==> src/rtl/pcs_rx_gearbox_lock_if.sv <==
// pcs_rx_gearbox_lock_if: per-lane RX stream bundle between the PMA side and the block-lock front end.
//   pma_i        PMA word, bit 0 received first, valid every cycle.
//   valid_o      block on head_o/data_o is valid this cycle.
//   head_o       sync header (block bits [1:0]).
//   data_o       block payload (block bits [65:2]).
//   block_lock_o block lock achieved.
//   slip_o       one-cycle pulse: alignment moved by one bit.
// Modports: master drives the PMA word and observes blocks; slave is the gearbox/lock block.
interface pcs_rx_gearbox_lock_if #(
  parameter int unsigned DATA_W = 64,
  parameter int unsigned HEAD_W = 2
);
  logic [DATA_W-1:0] pma_i;
  logic              valid_o;
  logic [HEAD_W-1:0] head_o;
  logic [DATA_W-1:0] data_o;
  logic              block_lock_o;
  logic              slip_o;

  modport master (
    output pma_i,
    input  valid_o,
    input  head_o,
    input  data_o,
    input  block_lock_o,
    input  slip_o
  );

  modport slave (
    input  pma_i,
    output valid_o,
    output head_o,
    output data_o,
    output block_lock_o,
    output slip_o
  );
endinterface

==> src/rtl/pcs_rx_gearbox_lock.sv <==
// pcs_rx_gearbox_lock: per-lane 40G PCS RX front end. Gears a 64-bit/cycle PMA stream into 66-bit
// blocks and runs the cl.82 block-lock FSM, slipping alignment one bit at a time until sync headers
// lock. Output feeds the lane alignment-marker lock / deskew stage.
// Ports:
//   clk     clock
//   nreset  synchronous, active-low reset
//   rx      slave side of pcs_rx_gearbox_lock_if (pma_i in; valid_o, head_o, data_o,
//           block_lock_o, slip_o out, all registered)
module pcs_rx_gearbox_lock #(
  parameter int unsigned DATA_W   = 64,
  parameter int unsigned HEAD_W   = 2,
  parameter int unsigned LOCK_CNT = 64,
  parameter int unsigned WIN_CNT  = 1024,
  parameter int unsigned BAD_MAX  = 65
) (
  input logic                   clk,
  input logic                   nreset,
  pcs_rx_gearbox_lock_if.slave  rx
);

  localparam int unsigned BLK_W  = DATA_W + HEAD_W;
  localparam int unsigned BUF_W  = 2 * BLK_W;
  localparam int unsigned FILL_W = $clog2(BUF_W + 1);
  localparam int unsigned SH_W   = $clog2(WIN_CNT + 1);
  localparam int unsigned BAD_W  = $clog2(BAD_MAX + 1);

  typedef enum logic [1:0] {StResetCnt, StTestSh, StSlip, StLocked} state_e;

  state_e              r_state;
  logic [BUF_W-1:0]    r_buf;       // pending bits, oldest at bit 0; bits >= r_fill kept zero
  logic [FILL_W-1:0]   r_fill;
  logic                r_valid;
  logic [HEAD_W-1:0]   r_head;
  logic [DATA_W-1:0]   r_data;
  logic                r_lock;
  logic                r_slip;
  logic                r_slip_pend; // slip_o was high last cycle: drop one bit this cycle
  logic                r_holdoff;   // skip testing the first block after a slip
  logic [SH_W-1:0]     r_sh_cnt;
  logic [BAD_W-1:0]    r_bad_cnt;

  logic [BUF_W-1:0]    w_base;
  logic [FILL_W-1:0]   w_fill_a;
  logic [DATA_W-1:0]   w_in;
  logic [FILL_W-1:0]   w_in_n;
  logic [BUF_W-1:0]    w_cat;
  logic [FILL_W-1:0]   w_fill_t;
  logic                w_take;
  logic                w_hdr_ok;
  logic [SH_W-1:0]     w_sh_inc;
  logic [BAD_W-1:0]    w_bad_inc;

  always_comb begin
    w_base   = r_buf;
    w_fill_a = r_fill;
    w_in     = rx.pma_i;
    w_in_n   = FILL_W'(DATA_W);
    if (r_slip_pend) begin
      if (r_fill != '0) begin
        w_base   = r_buf >> 1;
        w_fill_a = r_fill - FILL_W'(1);
      end else begin
        // Nothing pending: the discarded bit is the first bit of the incoming word.
        w_in   = rx.pma_i >> 1;
        w_in_n = FILL_W'(DATA_W - 1);
      end
    end
    w_cat     = w_base | (BUF_W'(w_in) << w_fill_a);
    w_fill_t  = w_fill_a + w_in_n;
    w_take    = (w_fill_t >= FILL_W'(BLK_W));
    w_hdr_ok  = ^r_head;  // 01 or 10
    w_sh_inc  = r_sh_cnt + SH_W'(1);
    w_bad_inc = r_bad_cnt + BAD_W'(!w_hdr_ok);
  end

  always_ff @(posedge clk) begin
    if (!nreset) begin
      r_state     <= StResetCnt;
      r_buf       <= '0;
      r_fill      <= '0;
      r_valid     <= 1'b0;
      r_head      <= '0;
      r_data      <= '0;
      r_lock      <= 1'b0;
      r_slip      <= 1'b0;
      r_slip_pend <= 1'b0;
      r_holdoff   <= 1'b0;
      r_sh_cnt    <= '0;
      r_bad_cnt   <= '0;
    end else begin
      // Gearbox
      if (w_take) begin
        r_valid <= 1'b1;
        r_head  <= w_cat[HEAD_W-1:0];
        r_data  <= w_cat[BLK_W-1:HEAD_W];
        r_buf   <= w_cat >> BLK_W;
        r_fill  <= w_fill_t - FILL_W'(BLK_W);
      end else begin
        r_valid <= 1'b0;
        r_buf   <= w_cat;
        r_fill  <= w_fill_t;
      end
      r_slip_pend <= r_slip;
      r_slip      <= 1'b0;

      // Block-lock FSM; headers are tested in the cycle they sit on the outputs.
      unique case (r_state)
        StResetCnt: begin
          r_sh_cnt  <= '0;
          r_bad_cnt <= '0;
          r_holdoff <= 1'b0;
          r_state   <= StTestSh;
        end
        StTestSh: begin
          if (r_valid) begin
            if (r_holdoff) begin
              r_holdoff <= 1'b0;
            end else if (w_hdr_ok) begin
              if (w_sh_inc == SH_W'(LOCK_CNT)) begin
                r_lock    <= 1'b1;
                r_sh_cnt  <= '0;
                r_bad_cnt <= '0;
                r_state   <= StLocked;
              end else begin
                r_sh_cnt <= w_sh_inc;
              end
            end else begin
              r_slip  <= 1'b1;
              r_state <= StSlip;
            end
          end
        end
        StSlip: begin
          r_sh_cnt  <= '0;
          r_bad_cnt <= '0;
          r_holdoff <= 1'b1;
          r_state   <= StTestSh;
        end
        StLocked: begin
          if (r_valid) begin
            // Loss of lock takes priority over a simultaneous window end.
            if (w_bad_inc == BAD_W'(BAD_MAX)) begin
              r_lock    <= 1'b0;
              r_slip    <= 1'b1;
              r_sh_cnt  <= '0;
              r_bad_cnt <= '0;
              r_state   <= StSlip;
            end else if (w_sh_inc == SH_W'(WIN_CNT)) begin
              r_sh_cnt  <= '0;
              r_bad_cnt <= '0;
            end else begin
              r_sh_cnt  <= w_sh_inc;
              r_bad_cnt <= w_bad_inc;
            end
          end
        end
        default: r_state <= StResetCnt;
      endcase
    end
  end

  assign rx.valid_o      = r_valid;
  assign rx.head_o       = r_head;
  assign rx.data_o       = r_data;
  assign rx.block_lock_o = r_lock;
  assign rx.slip_o       = r_slip;

endmodule
==> src/flat_wrapper.sv <==
// flat-port wrapper written by rule: the top's interface ports become plain ports
module pcs_rx_gearbox_lock_flat 
#(
  parameter int unsigned DATA_W   = 64,
  parameter int unsigned HEAD_W   = 2,
  parameter int unsigned LOCK_CNT = 64,
  parameter int unsigned WIN_CNT  = 1024,
  parameter int unsigned BAD_MAX  = 65
)
  (clk, nreset, rx_pma_i, rx_valid_o, rx_head_o, rx_data_o, rx_block_lock_o, rx_slip_o);
  pcs_rx_gearbox_lock_if #(.DATA_W(DATA_W), .HEAD_W(HEAD_W)) rx_i ();
  input logic clk;
  input logic nreset;
  input wire logic [$bits(rx_i.pma_i)-1:0] rx_pma_i;
  output wire logic [$bits(rx_i.valid_o)-1:0] rx_valid_o;
  output wire logic [$bits(rx_i.head_o)-1:0] rx_head_o;
  output wire logic [$bits(rx_i.data_o)-1:0] rx_data_o;
  output wire logic [$bits(rx_i.block_lock_o)-1:0] rx_block_lock_o;
  output wire logic [$bits(rx_i.slip_o)-1:0] rx_slip_o;
  assign rx_i.pma_i = rx_pma_i;
  assign rx_valid_o = rx_i.valid_o;
  assign rx_head_o = rx_i.head_o;
  assign rx_data_o = rx_i.data_o;
  assign rx_block_lock_o = rx_i.block_lock_o;
  assign rx_slip_o = rx_i.slip_o;
  pcs_rx_gearbox_lock #(.DATA_W(DATA_W), .HEAD_W(HEAD_W), .LOCK_CNT(LOCK_CNT), .WIN_CNT(WIN_CNT), .BAD_MAX(BAD_MAX)) u_core (.clk(clk), .nreset(nreset), .rx(rx_i));
endmodule
==> config.mk <==
export PLATFORM = sky130hd
export DESIGN_NAME = pcs_rx_gearbox_lock_flat
export DESIGN_NICKNAME = d
export VERILOG_FILES = /design/src/rtl/pcs_rx_gearbox_lock_if.sv /design/src/rtl/pcs_rx_gearbox_lock.sv /design/src/flat_wrapper.sv
export SDC_FILE = /design/constraint.sdc
export NUM_CORES = 1
export LEC_CHECK = 0
export ABC_AREA = 1
export CAP_MARGIN = 20
export CORE_UTILIZATION = 49
export DETAILED_ROUTE_END_ITERATION = 7
export DONT_BUFFER_PORTS = 1
export GPL_TIMING_DRIVEN = 0
export PLACE_DENSITY = 0.73
export SLEW_MARGIN = 20
export SYNTH_ARGS = -nofsm -noshare
export SYNTH_HDL_FRONTEND = slang
export SYNTH_SLANG_ARGS = --single-unit
==> constraint.sdc <==
create_clock -name clk -period 7.53 [get_ports clk]
set_input_delay 1.1295 -clock clk [delete_from_list [all_inputs] [get_ports clk]]
set_output_delay 1.1295 -clock clk [all_outputs]
set_load 0.01 [all_outputs]
==> impl_metrics.csv <==
group,metric,value,unit
run_status,status,"finished, final reports clean",
clock_network,clock_path_buffers,3,
clock_network,root_buffer,"clkbuf_16",
floorplanning,start_util,50.0,%
synth,netlist_instances,3013,
worst_hold_path,hp-start,"u_core.r_bad_cnt[6]$_SDFFE_PN0P_",
sta,finalCritPeriodShare,76.6,%
clock_network,cts_resized,0,
sta,fmaxAchievable,0.173,GHz
finish,fin_area,0.0187,mm2
clock_network,htree_num_levels,1,
sta,finClkSkew,30.8,ps
critical_path,rr_endpoint,"u_core.rx.head_o[0]$_SDFFE_PN0P_",
critical_path,r2r_setup_slack,1760,ps
finish,ff_latch_area,0.00462,mm2
global_route,grt_max_degree,15,
finish,diodes,0,
critical_path,startpoint_type,"flip-flop",
clock_network,clk_pin_slew,60,ps
clock_network,tritoncts,"built",
route,wl,83300,um
critical_path,cp.required,8030,ps
global_route,use_met1,58.4,%
sta,setup_viol,0,
clock_network,clk_latency,570,ps
finish,multi_input_area,0.0113,mm2
floorplanning,core_region_area,0.0347,mm2
finish,layout_common_cells,"1,142 x nand2_1, 728 x nand3_1, 231 x dfxtp_1",
route,vias,22100,
synth,ys.flop_type,"dfxtp_1",
sta,fin_crit,5770,ps
synth,yosysWarnings,0,
finish,area_delta_synth_final,7.97,%
worst_hold_path,min_path_type,"flip-flop to flip-flop",
critical_path,critPathKind,"flip-flop to flip-flop",
finish,final_nets,3118,
floorplanning,die-height,190,um
floorplanning,die-area,0.0362,mm2
critical_path,cp-end-kind,"flip-flop",
clock_network,cts_setup_buffers,0,
global_route,grt_pass1_vias,20600,
finish,fillers,3415,
synth,avgSynthCellArea,5.76,um2
global_route,grt_use_met3,9.26,%
sta,slew_viol_final,0,
run,drv_cap,0,
global_route,grt_usage,45.4,%
place,place.gp.congestion,1.12,
finish,mostFrequentLayoutCell,"nand2_1",
global_route,grt-ovfl-total,0,
sta,tightestPinTransition,1030,ps
floorplanning,ios,135,
synth,synthDistinctLibCells,48,
critical_path,cp.arrival,6270,ps
route,ant_nets,0,
floorplanning,rows,68,
critical_path,worstRegToRegCells,23,
global_route,met2_usage,71.3,%
power_and_ir_drop,peakVddDrop,0.369,mV
power_and_ir_drop,power_density,536,mW/mm2
route,viasPerCell,6.28,
route,drt_iter0_drc,3368,
synth,synth-seq-area-share,26.7,%
place,dpl_cell_area,0.0179,mm2
place,io_buffer_count,0,
finish,instances_no_fill,3512,
worst_hold_path,hold_depth,2,
synth,synth_edf_count,0,
global_route,antenna_found_initial,1,
place,post-place-cells,3468,
critical_path,cp_max_fo,11,
global_route,grt_busiest_layer,"met2",
finish,drive_above_1_share,4.25,%
route,drtPass1Iterations,6,
power_and_ir_drop,p_leak,9.63,nW
finish,final_core_util,53.9,%
place,dp_hpwl,68000,um
synth,netlist_area,0.0173,mm2
synth,synth-seq-cells,231,
synth,syn_nets,3092,
route,wl_per_cell,23.7,um
critical_path,startpoint,"u_core.r_fill[0]$_SDFF_PN0_",
sta,slew-limit-headroom,31.2,%
route,drc_errors,0,
critical_path,r2r-start,"u_core.r_fill[0]$_SDFF_PN0_",
synth,synthArstFlopShare,0,%
clock_network,clock_sinks,231,
sta,tns,0,ps
floorplanning,die_x,190,um
sta,finalHoldViolations,0,
global_route,grt_pass1_wl,123000,um
clock_network,cts_inserted_buffers,24,
worst_hold_path,min_delay_worst_endpoint,"u_core.r_bad_cnt[6]$_SDFFE_PN0P_",
clock_network,cts_hold_buf,0,
sta,rsz0062_at_grt,"no",
[worst max-delay path, cell delays in order (launching register included)]
cell	delay (ps)
dfxtp_1	300
buf_2	180
inv_1	120
ha_1	210
nand2_1	160
inv_2	60
nand2_2	100
nor2_4	80
nor2_1	100
nand2_1	290
inv_2	210
clkbuf_1	500
buf_1	710
ha_1	440
a21oi_1	240
o21ai_2	120
xnor2_1	320
nand2_1	90
nand2_1	130
nand3_2	220
a21oi_4	360
buf_2	420
nand2_1	230
nand2_1	100
[state kept, by name, summed over array words and instances, names as in the netlist]
name                    count
u_core.rx.block_lock_o      1
u_core.r_sh_cnt            11
u_core.r_buf              132
u_core.r_state              2
u_core.rx.data_o           64
u_core.rx.valid_o           1
u_core.rx.slip_o            1
u_core.r_fill               8
u_core.rx.head_o            2
u_core.r_bad_cnt            7
u_core.r_slip_pend          1
u_core.r_holdoff            1
[cell families after synthesis]
group	count (synthesis)	synth area share (%)
fa+ha+maj	13	0.981
flops	231	26.7
buf+inv	340	7.98
compound gates	244	7.80
mux	56	3.23
simple gates	2103	51.9
xor+xnor	26	1.44
[layer usage]
layer | vias to the layer above | wire length (um)
met2 | 1494 | 36000
li1 | 10000 | -
met3 | 302 | 9570
met5 | - | 0
met1 | 10300 | 32700
met4 | 0 | 5070
[Yosys cell counts (8+ instances only)]
master       n  area (um2)
inv_1      128         480
buf_4        8        60.1
a21oi_1    106         531
o221ai_1    10        87.6
buf_2       50         250
nand2_1   1142        4290
nand4_1     32         200
buf_1       38         143
clkbuf_1   104         390
o22ai_1     21         131
inv_2        9        33.8
o21ai_1     23         115
xor2_1      13         114
dfxtp_1    231        4620
xnor2_1     10        87.6
mux2i_1     56         561
nand3_1    728        3640
o21ai_0     62         310
ha_1        12         150
nor2_1     168         631
[stage by stage]
stage / worst slack (ps) / power (W) / hold WS [ps]
after global routing: 1560 / 0.0105 / 509
after global placement: 2110 / 0.00834 / 465
after CTS: 1890 / 0.00968 / 484
final: 1760 / 0.0100 / 481
after floorplan: 3700 / 0.00602 / 452
after detailed placement: 1930 / 0.00844 / 473
[layout make-up]
| cell class | instances | share of cell area (%) |
|---|---|---|
| multi-input combinational | 2442 | 60.5 |
| inverter | 138 | 2.77 |
| clock inverter | 7 | 0.501 |
| clock buffer | 37 | 3.84 |
| buffer | 202 | 4.62 |
| sequential | 231 | 24.7 |
| tap | 455 | 3.04 |
[how the worst max path moves through the flow]
| stage | slack, ps | endpoint |
|---|---|---|
| after global routing | 1560 | u_core.rx.head_o[0]$_SDFFE_PN0P_ |
| final | 1760 | u_core.rx.head_o[0]$_SDFFE_PN0P_ |
| after floorplan | 3700 | u_core.r_buf[42]$_SDFF_PN0_ |
| after detailed placement | 1930 | u_core.rx.head_o[0]$_SDFFE_PN0P_ |
| after global placement | 2110 | u_core.rx.head_o[0]$_SDFFE_PN0P_ |
| after CTS | 1890 | u_core.rx.head_o[0]$_SDFFE_PN0P_ |
[where the power goes]
part / internal [W] / switching (W)
registers: 0.00159 / 0.000262
logic: 0.00172 / 0.00526
clock network: 0.000698 / 0.000506
Note: power is estimated with default switching activity, not from simulation.
